File: src/rtl/smc_sioc_clk_gen_if.sv
// Signal bundle between the SCCB master FSM and the SIO_C timing generator.
// The FSM side is the master; the generator is the slave.
interface smc_sioc_clk_gen_if #(
    parameter int CNT_W = 16,
    parameter int BIT_W = 4
);
    logic             cntr_en_i;
    logic [CNT_W-1:0] hcyc_i;
    logic             sioc_o;
    logic             sioc_fall_o;
    logic             sioc_rise_o;
    logic             tick_en_o;
    logic             sample_en_o;
    logic [BIT_W-1:0] bit_idx_o;
    logic             phase_done_o;
    logic             busy_o;

    modport master (
        output cntr_en_i, hcyc_i,
        input  sioc_o, sioc_fall_o, sioc_rise_o, tick_en_o, sample_en_o,
               bit_idx_o, phase_done_o, busy_o
    );

    modport slave (
        input  cntr_en_i, hcyc_i,
        output sioc_o, sioc_fall_o, sioc_rise_o, tick_en_o, sample_en_o,
               bit_idx_o, phase_done_o, busy_o
    );
endinterface

File: src/rtl/smc_sioc_clk_gen.sv
// SIO_C generator: run-time half period latched at start, mid-low/mid-high ticks,
// per-phase bit counting, and a stop path that always parks SIO_C high.
module smc_sioc_clk_gen #(
    parameter int CNT_W          = 16,
    parameter int MIN_HCYC       = 4,
    parameter int BITS_PER_PHASE = 9,
    parameter int BIT_W          = 4
) (
    input  logic              clk,
    input  logic              rst_n,
    smc_sioc_clk_gen_if.slave bus
);
    typedef enum logic [1:0] {IDLE, RUN, DRAIN} state_t;

    localparam logic [CNT_W-1:0] MIN_V    = CNT_W'(MIN_HCYC);
    localparam logic [BIT_W-1:0] LAST_BIT = BIT_W'(BITS_PER_PHASE - 1);

    state_t           state, state_nxt;
    logic [CNT_W-1:0] cnt, hcyc_eff, hcyc_clamp;
    logic [BIT_W-1:0] bit_idx;
    logic             sioc;
    logic             end_hc, mid, last_bit;
    logic             fall, rise, tick, sample, done;

    assign hcyc_clamp = (bus.hcyc_i < MIN_V) ? MIN_V : bus.hcyc_i;
    assign end_hc     = (cnt == hcyc_eff - CNT_W'(1));
    assign mid        = (cnt == (hcyc_eff >> 1));
    assign last_bit   = (bit_idx == LAST_BIT);

    always_ff @(posedge clk) begin
        if (!rst_n) state <= IDLE;
        else        state <= state_nxt;
    end

    always_comb begin
        state_nxt = state;
        case (state)
            IDLE:  if (bus.cntr_en_i) state_nxt = RUN;
            // Dropping the run request mid-low must finish the low half first.
            RUN:   if (!bus.cntr_en_i) state_nxt = (sioc || end_hc) ? IDLE : DRAIN;
            DRAIN: if (end_hc) state_nxt = IDLE;
            default: state_nxt = IDLE;
        endcase
    end

    // High-half strobes are withheld when the run is being abandoned, so a
    // fall strobe always means SIO_C really falls.
    always_comb begin
        rise   = 1'b0;
        fall   = 1'b0;
        tick   = 1'b0;
        sample = 1'b0;
        done   = 1'b0;
        case (state)
            RUN: begin
                rise   = end_hc & ~sioc;
                fall   = end_hc & sioc & bus.cntr_en_i;
                tick   = mid & ~sioc;
                sample = mid & sioc & bus.cntr_en_i;
                done   = end_hc & sioc & bus.cntr_en_i & last_bit;
            end
            DRAIN: rise = end_hc;
            default: ;
        endcase
    end

    always_ff @(posedge clk) begin
        if (!rst_n) begin
            cnt      <= '0;
            bit_idx  <= '0;
            hcyc_eff <= MIN_V;
            sioc     <= 1'b1;
        end else begin
            case (state)
                RUN, DRAIN: begin
                    if (state_nxt == IDLE) begin
                        cnt     <= '0;
                        bit_idx <= '0;
                        sioc    <= 1'b1;
                    end else if (end_hc) begin
                        cnt  <= '0;
                        sioc <= ~sioc;
                        if (fall) bit_idx <= last_bit ? '0 : bit_idx + BIT_W'(1);
                    end else begin
                        cnt <= cnt + CNT_W'(1);
                    end
                end
                default: begin
                    cnt     <= '0;
                    bit_idx <= '0;
                    sioc    <= 1'b1;
                    if (bus.cntr_en_i) begin
                        hcyc_eff <= hcyc_clamp;
                        sioc     <= 1'b0;
                    end
                end
            endcase
        end
    end

    assign bus.sioc_o       = sioc;
    assign bus.sioc_fall_o  = fall;
    assign bus.sioc_rise_o  = rise;
    assign bus.tick_en_o    = tick;
    assign bus.sample_en_o  = sample;
    assign bus.bit_idx_o    = bit_idx;
    assign bus.phase_done_o = done;
    assign bus.busy_o       = (state != IDLE);
endmodule

File: src/flat_wrapper.sv
// flat-port wrapper written by rule: the top's interface ports become plain ports
module smc_sioc_clk_gen_flat 
#(
    parameter int CNT_W          = 16,
    parameter int MIN_HCYC       = 4,
    parameter int BITS_PER_PHASE = 9,
    parameter int BIT_W          = 4
)
  (clk, rst_n, bus_cntr_en_i, bus_hcyc_i, bus_sioc_o, bus_sioc_fall_o, bus_sioc_rise_o, bus_tick_en_o, bus_sample_en_o, bus_bit_idx_o, bus_phase_done_o, bus_busy_o);
  smc_sioc_clk_gen_if #(.CNT_W(CNT_W), .BIT_W(BIT_W)) bus_i ();
  input  logic clk;
  input  logic rst_n;
  input wire logic [$bits(bus_i.cntr_en_i)-1:0] bus_cntr_en_i;
  input wire logic [$bits(bus_i.hcyc_i)-1:0] bus_hcyc_i;
  output wire logic [$bits(bus_i.sioc_o)-1:0] bus_sioc_o;
  output wire logic [$bits(bus_i.sioc_fall_o)-1:0] bus_sioc_fall_o;
  output wire logic [$bits(bus_i.sioc_rise_o)-1:0] bus_sioc_rise_o;
  output wire logic [$bits(bus_i.tick_en_o)-1:0] bus_tick_en_o;
  output wire logic [$bits(bus_i.sample_en_o)-1:0] bus_sample_en_o;
  output wire logic [$bits(bus_i.bit_idx_o)-1:0] bus_bit_idx_o;
  output wire logic [$bits(bus_i.phase_done_o)-1:0] bus_phase_done_o;
  output wire logic [$bits(bus_i.busy_o)-1:0] bus_busy_o;
  assign bus_i.cntr_en_i = bus_cntr_en_i;
  assign bus_i.hcyc_i = bus_hcyc_i;
  assign bus_sioc_o = bus_i.sioc_o;
  assign bus_sioc_fall_o = bus_i.sioc_fall_o;
  assign bus_sioc_rise_o = bus_i.sioc_rise_o;
  assign bus_tick_en_o = bus_i.tick_en_o;
  assign bus_sample_en_o = bus_i.sample_en_o;
  assign bus_bit_idx_o = bus_i.bit_idx_o;
  assign bus_phase_done_o = bus_i.phase_done_o;
  assign bus_busy_o = bus_i.busy_o;
  smc_sioc_clk_gen #(.CNT_W(CNT_W), .MIN_HCYC(MIN_HCYC), .BITS_PER_PHASE(BITS_PER_PHASE), .BIT_W(BIT_W)) u_core (.clk(clk), .rst_n(rst_n), .bus(bus_i));
endmodule
File: config.mk
export PLATFORM = sky130hd
export DESIGN_NAME = smc_sioc_clk_gen_flat
export DESIGN_NICKNAME = d
export VERILOG_FILES = /design/src/rtl/smc_sioc_clk_gen_if.sv /design/src/rtl/smc_sioc_clk_gen.sv /design/src/flat_wrapper.sv
export SDC_FILE = /design/constraint.sdc
export NUM_CORES = 1
export LEC_CHECK = 0
export ABC_AREA = 1
export CAP_MARGIN = 20
export CORE_MARGIN = 2
export CORE_UTILIZATION = 51
export CTS_BUF_LIST = sky130_fd_sc_hd__clkbuf_16
export DETAILED_ROUTE_END_ITERATION = 16
export PLACE_DENSITY_LB_ADDON = 0.08
export SLEW_MARGIN = 20
export SYNTH_ARGS = -nofsm -noshare
export SYNTH_HDL_FRONTEND = slang
export SYNTH_SLANG_ARGS = --single-unit
File: constraint.sdc
create_clock -name clk -period 2.4 [get_ports clk]
set_input_delay 0.48 -clock clk [delete_from_list [all_inputs] [get_ports clk]]
set_output_delay 0.48 -clock clk [all_outputs]
set_load 0.02 [all_outputs]
* Word-level counts from Yosys, hierarchy flattened
Index checks and enable logic that the tools add are counted.
** Word-level totals
- Bits in registers :: 39
- Input port bits :: 19
- Output and inout bits :: 11
** Operators by class
- Add/sub/neg operators :: 3
- $lt $le $gt $ge :: 1
- Eq/ne operators :: 6
- Multiplexer cells :: 16
- Bitwise gates (word level) :: 10
- Reduce and logical (&&, ||, !) cells :: 9
** Operator list (count)
- adder 16 x 1 -> 16 bit, second input constant :: 1
- equality test 16 x 15 -> 1 bit :: 1
- equality test 16 bit :: 1
- less-than comparator 16 x 3 -> 1 bit, second input constant :: 1
- 2-to-1 mux 16 bit :: 1
- subtractor 16 x 1 -> 16 bit, second input constant :: 1
- 2-to-1 mux 1 bit :: 8
- 2-to-1 mux 2 bit :: 4
- bitwise AND 1 bit :: 7
- one-hot mux 2 bit (3 select lines) :: 1
- adder 4 x 1 -> 4 bit, second input constant :: 1
- equality test 4 bit, second input constant :: 1
- zero test 2 bit :: 2
- 2-to-1 mux 4 bit :: 1
- AND reduction 2 bit :: 2
- OR reduction 4 bit :: 1
- inequality test 3 x 1 -> 1 bit, second input constant :: 1
- NOT 1 bit :: 3
- OR reduction 3 bit :: 1
- equality test 2 x 1 -> 1 bit, second input constant :: 1
- equality test 2 bit, second input constant :: 1
- one-hot mux 1 bit (2 select lines) :: 1
- nonzero test 2 bit :: 1
- OR reduction 2 bit :: 1
- logical OR 1 bit :: 1

* Logic depth before layout (Yosys ltp)
Gate-level depths: netlist of run 1.
- Depth in word-level cells :: 9
- Mapped depth :: 21

* Worst setup path before layout of run 1
OpenSTA, ideal clock, no wires.
- Kind :: register -> output
- Start point :: register u_core.hcyc_eff[0]
- End point :: output port bus_sioc_rise_o
- Arrival :: 2.110 ns
- Path slack :: -0.190 ns
- Cell stages (with the launch flop) :: 15
- Cells stage by stage :: dfxtp_1 > inv_1 > ha_1 > nand2_1 > nor2_1 > nand2_1 > nand2_1 > nand2_1 > nand2_1 > nand2_1 > nor2_2 > nand3_2 > nor2_4 > inv_2 > nor3b_1
** Between the ends
- Cells in the longest elaborated chain, start to end :: 4
** RTL lines
- start, declared :: RTL line smc_sioc_clk_gen.sv:19 : logic [CNT_W-1:0] cnt, hcyc_eff, hcyc_clamp;
- start signal, assigned :: RTL line smc_sioc_clk_gen.sv:93 : hcyc_eff <= hcyc_clamp;
- subtractor 16 x 1 -> 16 bit (*) :: RTL line smc_sioc_clk_gen.sv:26 : assign end_hc = (cnt == hcyc_eff - CNT_W'(1));
- equality test 16 bit (*) :: RTL line smc_sioc_clk_gen.sv:26
- bitwise AND 1 bit :: RTL line smc_sioc_clk_gen.sv:56 : rise = end_hc & ~sioc;
- one-hot mux 1 bit (2 select lines) (*) :: RTL line smc_sioc_clk_gen.sv:54 : case (state)
- end, declared :: RTL line flat_wrapper.sv:17 : output wire logic [$bits(bus_i.sioc_rise_o)-1:0] bus_sioc_rise_o;
Mark *: on every way between the ends. The rest lies on a longest branch, timed or not.

* Final worst setup path of run 1
- Start point :: register u_core.hcyc_eff[1]
- End point :: output port bus_sioc_rise_o
The elaborated chain is that of the path after synthesis.

==> results.ini, run 1 <==
[drt]
drc_errors = 0
via_per_inst = 5.19
wirelength_um = 8580
ant_nets = 0
routedWlPerCell_um = 14.7
vias = 3038
drtIter0Drc = 173
first_pass_iters = 5

[synth]
synth-warning-count = 0
synthArstFlopShare_pct = 0
synth_area_leader_cell = dfxtp_1
syn_inst = 402
syn_area_um2 = 2700
post-synth-top-count-cell = nand2_1
synth_top_area_share_pct = 29.0
synth_cell_types = 33
syn_area_per_cell_um2 = 6.70
synth_edf_count = 0
ys_top_cells_by_count = nand2_1 (83), inv_1 (57), nor2_1 (53)
synth-seq-cells = 39
ys_top_cells_by_area = dfxtp_1 (29%), nand2_1 (12%), inv_1 (7.9%)
synth_nets = 429
synth_flop_cell = dfxtp_1
synth-seq-area-share_pct = 29.0

[placed_design]
gp_congestion = 0.934
pre_cts_ws_ps = -612
dpl_cell_area_um2 = 3570
hpwlAfterDp_um = 6270
port-buffer-count = 29
dp.cells = 564

[cells_and_area]
nFillCells = 407
syn2layout_area_growth_pct = 49.3
instances_no_fill = 585
final_util_pct = 78.8
fin_area_um2 = 4020
n_antenna_cell = 0
drive_gt1_share_pct = 32.8
fin_nets = 541

[sta]
layout_min_cycle_time_ps = 2730
fin_skew_ps = 4.86
timing.final.ws_setup_ps = -327
fmax_mhz = 367
worstMarginPinSlew_ps = 577
final-max-slew-violation-count = 0
hold_violations = 0
rsz0062_at_grt = true
worst_slew_margin_rel_pct = 61.4
setup_violations = 27
period_share_pct = 114

[cts]
clock_path_buffers = 2
cts_buffers = 5
clk_pin_slew_ps = 60
tritoncts = yes
ctsHoldBuffers = 0
cts.sinks = 39
insertion_delay_ps = 280
cts_root_buf = clkbuf_16
htree_levels = 2

[setup_path]
cp_top_family = simple AND/OR/NAND/NOR gates
critPathMaxFanout = 3
crit_required_ps = 1920
cp_slowest_cell = dfxtp_2
crit_path_end_kind = output port
path_class = reg -> out
start_kind = flip-flop
crit_chain = inv_2 -> ha_4 -> inv_2 -> nand2_2 -> nand2_2 -> nor2_2 -> nand2_1 -> nor2_1 -> nand3_1 -> nor2_2 -> nand3_2 -> nor2_4 -> inv_2 -> nor3b_2 -> buf_4
critPathMaxStageDelay_ps = 330
cp.buffers_inverters = 4
cp.arrival_ps = 2250
crit_top_cell = inv_2

[outcome]
violations = setup timing
outcome = finished with violations

[global_route]
grt_pass1_wl_um = 13800
overflow = 0
grt_max_degree = 20
grt_usage_pct = 29.2
grt_antenna_before_repair = 0
first_global_vias = 3006

[floorplan]
initial_core_util_pct = 52.8
fp.dieH_um = 76.7
io_pins = 30
core_area_um2 = 5110
die-area_um2 = 5880
rows = 26
die_w_um = 76.7

[power_and_ir_drop]
finalPower_mw = 1.95
ir_drop_mv = 0.462
power_leakage_nw = 1.72
power.density_nw_per_um2 = 485

[worst_hold_path]
hold_path_class = reg -> reg

[job]
drv_cap = 0

-- flip-flops by register name, summed over array words and instances, names as in the netlist --
| register | flops |
|---|---|
| u_core.bus.sioc_o | 1 |
| u_core.bus.bit_idx_o | 4 |
| u_core.cnt | 16 |
| u_core.hcyc_eff | 16 |
| u_core.state | 2 |
-- placed cells by master, fill, tap and decap left out, types with 2 or more instances in the layout --
master           Yosys  layout
nor3_1               9       7
nand3_2              2       4
buf_6                0       8
clkbuf_16            0       5
xor2_1              21      21
o22ai_1              7       7
nand2_1             83      77
nand4_4              1       2
nor3_2               2       3
clkdlybuf4s50_1      0      24
nor2_1              53      50
nor2_2              15      16
dfxtp_1             39      30
a21oi_2              0       2
nor4_2               0       2
nand3_4              0       2
inv_2                4      11
nor4_1               5       3
ha_1                 8       7
nor2_4               4       6
nand4_1              7       7
inv_1               57      51
nand3_1             28      24
xnor2_1              8       6
buf_4                0      79
dfxtp_2              0       6
o21ai_0             10       9
dfxtp_4              0       3
nand2_4              2       7
a211oi_1            11      11
nand2_2              2       3
a21oi_1             10       8
-- worst paths after layout --
path                  startpoint             endpoint  slack, ps  cells after the start
max           u_core.hcyc_eff[1]      bus_sioc_rise_o       -330                     15
min          u_core.hcyc_eff[12]  u_core.hcyc_eff[12]        520                      2
max reg2reg   u_core.hcyc_eff[1]        u_core.cnt[9]       -170                     21
min reg2reg  u_core.hcyc_eff[12]  u_core.hcyc_eff[12]        520                      2
-- power breakdown --
part / switching (mW) / internal [mW] / leakage, nW
Sequential: 0.0440 / 0.680 / 0.322
Combinational: 0.314 / 0.266 / 1.32
Clock: 0.265 / 0.379 / 0.0710
-- tightest hold or removal path, stage by stage, from the launching register on --
cell and delay, ps:
dfxtp_2 330, inv_2 80, a211oi_1 70
-- routing by layer --
metal  vias up  share of wire (%)  GRT usage (%)
met2        84                 50           50.4
met4         0                2.8           12.5
li1       1516                  -              -
met3        24                4.3           5.06
met5         -                  0              0
met1      1414                 43           35.7
-- final cells by class --
class | instances | area (µm²) | share of cell area (%)
flip-flops and latches | 39 | 800 | 19.9
clock inverters | 3 | 16.3 | 0.404
clock buffers | 5 | 125 | 3.11
well taps | 70 | 87.6 | 2.18
repair buffers | 112 | 928 | 23.1
inverters | 61 | 229 | 5.69
multi-input cells | 295 | 1840 | 45.7
-- what timing repair did --
| item | 4_1_cts | 5_1_grt |
|---|---|---|
| cloned | 1 | 0 |
| pin swaps | 16 | 7 |
| setup buffers | 13 | 1 |
| resized for setup | 67 | 20 |
| endpoints found under the setup margin | 26 | 28 |
| endpoints found under the hold margin | 0 | 0 |
-- cell families after synthesis --
kind of cell	Yosys count	synth area share [%]
adder cells (fa/ha/maj)	8	3.71
AO/OA/AOI/OAI	42	9.66
AND/OR/NAND/NOR	215	37.9
flip-flops	39	29.0
XOR/XNOR	29	9.42
buffers and inverters	69	10.4
-- stage by stage --
step | TNS (ps) | hold WS [ps]
floorplan | 0 | 450
global placement | -2680 | 505
CTS | -1320 | 514
global route | -7640 | 545
finish | -4120 | 520
detailed placement | -4980 | 513
No activity file was read; power rests on OpenSTA's default activity.
==> run 2, diff against run 1 <==
--- a/config.mk
+++ b/config.mk
@@ -7,9 +7,10 @@
 export LEC_CHECK = 0
 export ABC_AREA = 1
 export CAP_MARGIN = 20
-export CORE_MARGIN = 2
+export CORE_MARGIN = 5
 export CORE_UTILIZATION = 51
 export CTS_BUF_LIST = sky130_fd_sc_hd__clkbuf_16
+export CTS_CLUSTER_DIAMETER = 30
 export DETAILED_ROUTE_END_ITERATION = 16
 export PLACE_DENSITY_LB_ADDON = 0.08
 export SLEW_MARGIN = 20
==> results.ini, run 2 (synthesized netlist as in run 1, its figures left out) <==
[sta]
worstMarginPinSlew_ps = 618  ; was 577 ps
worst_slew_margin_rel_pct = 58.7  ; was 61.4%
rsz0062_at_grt = true  ; unchanged
setup_violations = 28  ; was 27
period_share_pct = 113  ; was 114%
timing.final.ws_setup_ps = -318  ; was -327 ps
layout_min_cycle_time_ps = 2720  ; was 2730 ps
fin_skew_ps = 4.22  ; was 4.86 ps
fmax_mhz = 368  ; was 367 MHz
hold_ws_ps = 524  ; was 520 ps
hold_violations = 0  ; unchanged
final-max-slew-violation-count = 0  ; unchanged

[setup_path]
crit_chain = inv_2 -> ha_4 -> inv_2 -> nand2_1 -> nand2_1 -> nor2_1 -> nand2_1 -> nor2_1 -> nand3_1 -> nor2_2 -> nand3_2 -> nor2_4 -> nand2_4 -> nor3_4 -> buf_6  ; was inv_2 -> ha_4 -> inv_2 -> nand2_2 -> nand2_2 -> nor2_2 -> nand2_1 -> nor2_1 -> nand3_1 -> nor2_2 -> nand3_2 -> nor2_4 -> inv_2 -> nor3b_2 -> buf_4
critical_path_depth = 15  ; unchanged
path_class = reg -> out  ; unchanged
r2r_cells = 22  ; was 21
timing.critical_path.to = bus_phase_done_o  ; was bus_sioc_rise_o
crit_required_ps = 1920  ; about the same
start_kind = flip-flop  ; unchanged
critPathMaxFanout = 4  ; was 3
cp.buffers_inverters = 3  ; was 4
reg2reg_from = u_core.hcyc_eff[1]  ; unchanged
crit_path_end_kind = output port  ; unchanged
crit_path_start = u_core.hcyc_eff[1]  ; unchanged
worst_r2r_endpoint = u_core.cnt[4]  ; was u_core.cnt[9]
cp_top_family = simple AND/OR/NAND/NOR gates  ; unchanged
r2r_slack_ps = -320  ; was -170 ps
crit_top_cell = nand2_1  ; was inv_2
cp_slowest_cell = dfxtp_2  ; unchanged
critPathMaxStageDelay_ps = 330  ; about the same
cp.arrival_ps = 2240  ; was 2250 ps

[cells_and_area]
final_cell_mix = buf_4 (83), nand2_1 (79), inv_1 (52), nor2_1 (47), dfxtp_1 (31)  ; was buf_4 (79), nand2_1 (77), inv_1 (51), nor2_1 (50), dfxtp_1 (30)
final_common_cell = buf_4  ; unchanged
multi_input_area_um2 = 1850  ; was 1840 µm²
fin_nets = 543  ; was 541
register_area_um2 = 798  ; was 800 µm²
nFillCells = 356  ; was 407
syn2layout_area_growth_pct = 51.9  ; was 49.3%
n_antenna_cell = 0  ; unchanged
fin_area_um2 = 4090  ; was 4020 µm²
drive_gt1_share_pct = 32.7  ; was 32.8%

[floorplan]
io_pins = 30  ; unchanged
die-area_um2 = 6840  ; was 5880 µm²
fp.dieH_um = 82.7  ; was 76.7 µm
die_w_um = 82.7  ; was 76.7 µm
rows = 26  ; unchanged
core_area_um2 = 5110  ; unchanged
initial_core_util_pct = 52.8  ; unchanged

[drt]
via_per_inst = 5.29  ; was 5.19
drc_errors = 0  ; unchanged
wirelength_um = 9020  ; was 8580 µm
ant_nets = 0  ; unchanged
drtIter0Drc = 217  ; was 173
routedWlPerCell_um = 15.4  ; was 14.7 µm
vias = 3108  ; was 3038
first_pass_iters = 5  ; unchanged

[worst_hold_path]
hold_path_class = reg -> reg  ; unchanged

[cts]
clock_path_buffers = 2  ; unchanged
insertion_delay_ps = 290  ; was 280 ps
htree_levels = 2  ; unchanged
cts_buffers = 5  ; unchanged
cts_root_buf = clkbuf_16  ; unchanged
tritoncts = yes  ; unchanged
clk_pin_slew_ps = 60  ; about the same
cts.sinks = 39  ; unchanged

[global_route]
first_global_vias = 2938  ; was 3006
grt_antenna_before_repair = 0  ; unchanged
overflow = 0  ; unchanged
grt_usage_pct = 27.1  ; was 29.2%
grt_max_degree = 20  ; unchanged
grt_pass1_wl_um = 13900  ; was 13800 µm

[placed_design]
dpl_cell_area_um2 = 3560  ; was 3570 µm²
port-buffer-count = 29  ; unchanged
hpwlAfterDp_um = 6410  ; was 6270 µm
gp_congestion = 0.901  ; was 0.934

[power_and_ir_drop]
ir_drop_mv = 0.363  ; was 0.462 mV
power_leakage_nw = 1.74  ; was 1.72 nW
finalPower_mw = 2.18  ; was 1.95 mW
power.density_nw_per_um2 = 532  ; was 485 nW/µm²

[outcome]
outcome = finished with violations  ; unchanged
violations = setup timing  ; unchanged

[job]
drv_cap = 0  ; unchanged

[run 2: changes by cell type in the layout (fill, tap and decap cells not counted), sizes merged]
cell           previous run  this run
clkinvlp                  1         0
clkdlybuf4s15             0         1
bufinv                    0         2
buf                      88        89
clkinv                    1         0
[run 2: report_power, final]
group / switching, mW / total (mW) / leakage (nW) / internal [mW]
Clock: 0.274 / 0.866 / 0.0952 / 0.592
Sequential: 0.0413 / 0.721 / 0.322 / 0.680
Combinational: 0.326 / 0.592 / 1.32 / 0.266
[run 2: area by class of cell]
class                           instances  share of cell area (%)
Clock buffer                            5                    3.06
Inverter                               61                    5.65
Timing Repair Buffer                  114                    23.0
Sequential cell                        39                    19.5
Multi-Input combinational cell        295                    45.1
Clock inverter                          3                    1.56
Tap cell                               70                    2.14
[run 2: repair_timing]
item | 4_1_cts | 5_1_grt
resized for setup | 61 | 24
pin swaps | 12 | 11
gates cloned | 1 | 0
hold buffers | 0 | 0
hold endpoints to repair | 0 | 0
buffers inserted | 12 | 3
setup endpoints to repair | 26 | 28
[run 2: routing by layer]
layer	vias to the layer above	global-route usage [%]	wire length (µm)
met1	1467	32.6	3750
met3	24	4.45	509
met2	103	48.3	4480
li1	1514	-	-
met5	-	0	0
met4	0	9.80	284
[run 2: worst min path at each step]
stage	startpoint	to	slack (ps)	depth (start not counted)
floorplan	u_core.cnt[0]	u_core.cnt[0]	450	1
global placement	u_core.bus.bit_idx_o[1]	u_core.bus.bit_idx_o[1]	510	2
detailed placement	u_core.bus.bit_idx_o[1]	u_core.bus.bit_idx_o[1]	510	2
CTS	u_core.bus.bit_idx_o[1]	u_core.bus.bit_idx_o[1]	520	2
global route	u_core.bus.bit_idx_o[1]	u_core.bus.bit_idx_o[1]	550	2
finish	u_core.bus.bit_idx_o[1]	u_core.bus.bit_idx_o[1]	520	2
[run 2: stage by stage]
stage | std cells | setup WS, ps | TNS, ps | utilization [%]
detailed placement | 563 | -552 | -4630 | 69.7
finish | 587 | -318 | -7180 | 80.2
global route | 587 | -454 | -10820 | 80.2
floorplan | 402 | 23.3 | 0 | -
global placement | 563 | -493 | -2510 | 69.7
CTS | 584 | -259 | -4730 | 78.0
[run 2: tightest hold or removal path: stages, from the launching register on]
cell and delay [ps]:
dfxtp_1 350, nand2_1 90, a21oi_2 40
==> run 3, diff against run 2 <==
--- a/config.mk
+++ b/config.mk
@@ -7,9 +7,8 @@
 export LEC_CHECK = 0
 export ABC_AREA = 1
 export CAP_MARGIN = 20
-export CORE_MARGIN = 5
 export CORE_UTILIZATION = 51
-export CTS_BUF_LIST = sky130_fd_sc_hd__clkbuf_16
+export CTS_BUF_LIST = sky130_fd_sc_hd__clkbuf_8 sky130_fd_sc_hd__clkbuf_16
 export CTS_CLUSTER_DIAMETER = 30
 export DETAILED_ROUTE_END_ITERATION = 16
 export PLACE_DENSITY_LB_ADDON = 0.08
==> results.ini, run 3 (synthesized netlist as in run 1, its figures left out) <==
[floorplan]
die_w_um = 74.7  ; was 82.7 µm
rows = 26  ; unchanged
initial_core_util_pct = 52.8  ; unchanged
core_area_um2 = 5110  ; unchanged
die-area_um2 = 5580  ; was 6840 µm²
fp.dieH_um = 74.7  ; was 82.7 µm
io_pins = 30  ; unchanged

[setup_path]
cp.buffers_inverters = 4  ; was 3
cp.arrival_ps = 2220  ; was 2240 ps
cp_slowest_cell = dfxtp_2  ; unchanged
r2r_cells = 21  ; was 22
r2r_slack_ps = -180  ; was -320 ps
critPathMaxFanout = 4  ; unchanged
start_kind = flip-flop  ; unchanged
reg2reg_from = u_core.hcyc_eff[1]  ; unchanged
path_class = reg -> out  ; unchanged
crit_required_ps = 1920  ; about the same
cp_top_family = simple AND/OR/NAND/NOR gates  ; unchanged
crit_path_end_kind = output port  ; unchanged
worst_r2r_endpoint = u_core.cnt[4]  ; unchanged
critPathMaxStageDelay_ps = 350  ; was 330 ps
crit_chain = inv_2 -> ha_4 -> inv_2 -> nand2_1 -> nand2_1 -> nor2_2 -> nand2_1 -> nor2_1 -> nand3_1 -> nor2_2 -> nand3_2 -> nor2_4 -> inv_2 -> nor3b_2 -> buf_4  ; was inv_2 -> ha_4 -> inv_2 -> nand2_1 -> nand2_1 -> nor2_1 -> nand2_1 -> nor2_1 -> nand3_1 -> nor2_2 -> nand3_2 -> nor2_4 -> nand2_4 -> nor3_4 -> buf_6

[cells_and_area]
n_antenna_cell = 0  ; unchanged
drive_gt1_share_pct = 32.9  ; was 32.7%
final_util_pct = 78.7  ; was 80.2%
final_cell_mix = nand2_1 (79), buf_4 (77), inv_1 (50), nor2_1 (48), dfxtp_1 (30)  ; was buf_4 (83), nand2_1 (79), inv_1 (52), nor2_1 (47), dfxtp_1 (31)
nFillCells = 378  ; was 356
final_common_cell = nand2_1  ; was buf_4
fin_nets = 539  ; was 543
register_area_um2 = 802  ; was 798 µm²
multi_input_area_um2 = 1870  ; was 1850 µm²
instances_no_fill = 583  ; was 587
syn2layout_area_growth_pct = 49.2  ; was 51.9%

[drt]
first_pass_iters = 5  ; unchanged
routedWlPerCell_um = 14.4  ; was 15.4 µm
via_per_inst = 5.17  ; was 5.29
wirelength_um = 8390  ; was 9020 µm
drtIter0Drc = 224  ; was 217
ant_nets = 0  ; unchanged
drc_errors = 0  ; unchanged
vias = 3013  ; was 3108

[global_route]
first_global_vias = 2646  ; was 2938
overflow = 0  ; unchanged
grt_antenna_before_repair = 0  ; unchanged
grt_usage_pct = 29.9  ; was 27.1%
grt_pass1_wl_um = 12500  ; was 13900 µm
grt_max_degree = 30  ; was 20

[power_and_ir_drop]
ir_drop_mv = 0.475  ; was 0.363 mV
power_leakage_nw = 1.71  ; was 1.74 nW
finalPower_mw = 1.91  ; was 2.18 mW
power.density_nw_per_um2 = 475  ; was 532 nW/µm²

[placed_design]
gp_congestion = 0.890  ; was 0.901
dp.cells = 564  ; was 563
hpwlAfterDp_um = 6100  ; was 6410 µm
port-buffer-count = 29  ; unchanged

[sta]
timing.final.ws_setup_ps = -297  ; was -318 ps
worst_slew_margin_rel_pct = 61.9  ; was 58.7%
fin_skew_ps = 6.92  ; was 4.22 ps
period_share_pct = 112  ; was 113%
final.setup.tns_ps = -4260  ; was -7180 ps
rsz0062_at_grt = true  ; unchanged
setup_violations = 26  ; was 28
hold_violations = 0  ; unchanged
layout_min_cycle_time_ps = 2700  ; was 2720 ps
fmax_mhz = 371  ; was 368 MHz
final-max-slew-violation-count = 0  ; unchanged
worstMarginPinSlew_ps = 569  ; was 618 ps
hold_ws_ps = 537  ; was 524 ps

[cts]
clock_path_buffers = 2  ; unchanged
clk_pin_slew_ps = 90  ; was 60 ps
cts_root_buf = clkbuf_8  ; was clkbuf_16
cts_buffers = 5  ; unchanged
insertion_delay_ps = 300  ; was 290 ps
tritoncts = yes  ; unchanged
cts.sinks = 39  ; unchanged
htree_levels = 2  ; unchanged

[job]
drv_cap = 0  ; unchanged

[worst_hold_path]
holdPathStages = 2  ; unchanged
hold_path_class = reg -> reg  ; unchanged
min_from = u_core.bus.bit_idx_o[1]  ; unchanged
holdPathEnd = u_core.bus.bit_idx_o[1]  ; unchanged

[outcome]
outcome = finished with violations  ; unchanged
violations = setup timing  ; unchanged

==> run 3: cell count changes in the layout (fill, tap and decap cells not counted), moves of 2 or more <==
cell	delta
clkbuf_8	+6
buf_4	-6
buf_6	+2
clkbuf_16	-5
inv_1	-2
==> run 3: where the power goes <==
group          total [mW]  internal, mW  switching, mW
logic               0.599         0.273          0.327
clock network       0.591         0.337          0.254
registers           0.718         0.679         0.0392
total                1.91          1.29          0.620
==> run 3: what timing repair did <==
action                     CTS  global route
setup endpoints to repair   26            28
pin swaps                    8            15
gates cloned                 1             0
hold buffers                 0             0
buffers inserted             7             4
resized for setup           51            42
==> run 3: final cells by class <==
type	count	area share, %
Clock inverter	2	0.871
Tap cell	70	2.18
Inverter	61	5.76
Multi-Input combinational cell	295	46.5
Clock buffer	6	2.05
Timing Repair Buffer	110	22.7
Sequential cell	39	20.0
==> run 3: through the flow <==
step,cell area [µm²],worst slack (ps)
2_1_floorplan,2710,23.3
3_3_place_gp,3570,-489
5_1_grt,4020,-432
6_report,4020,-297
4_1_cts,3820,-313
3_5_place_dp,3570,-538
==> run 3: worst register-to-register path, cell delays in order (launching register included) <==
cell,delay (ps)
dfxtp_2,350
inv_2,50
ha_4,260
inv_2,30
nand2_1,40
nand2_1,50
nor2_2,100
nand2_1,70
nor2_1,100
nand3_1,100
nor2_2,100
nand3_2,110
nor2_4,170
inv_2,70
buf_4,140
buf_6,120
nand2_4,70
nand3_2,70
nand2_2,110
nand2_4,120
nand4_4,170
nor2_1,70
==> run 3: routing by layer <==
layer  GRT usage, %  part of all wire (%)
met5              0                     0
met4           7.97                   1.6
met3           4.55                   5.2
met2           51.0                    51
met1           39.6                    43
==> run 3: worst max path at each step <==
stage / start / endpoint / cells after the start
final: u_core.hcyc_eff[1] / bus_sioc_rise_o / 15
after floorplan: u_core.hcyc_eff[0] / bus_phase_done_o / 14
after global placement: u_core.hcyc_eff[1] / bus_phase_done_o / 15
after detailed placement: u_core.hcyc_eff[1] / bus_phase_done_o / 12
after global routing: u_core.hcyc_eff[1] / bus_sioc_rise_o / 15
after CTS: u_core.hcyc_eff[1] / bus_sioc_rise_o / 15
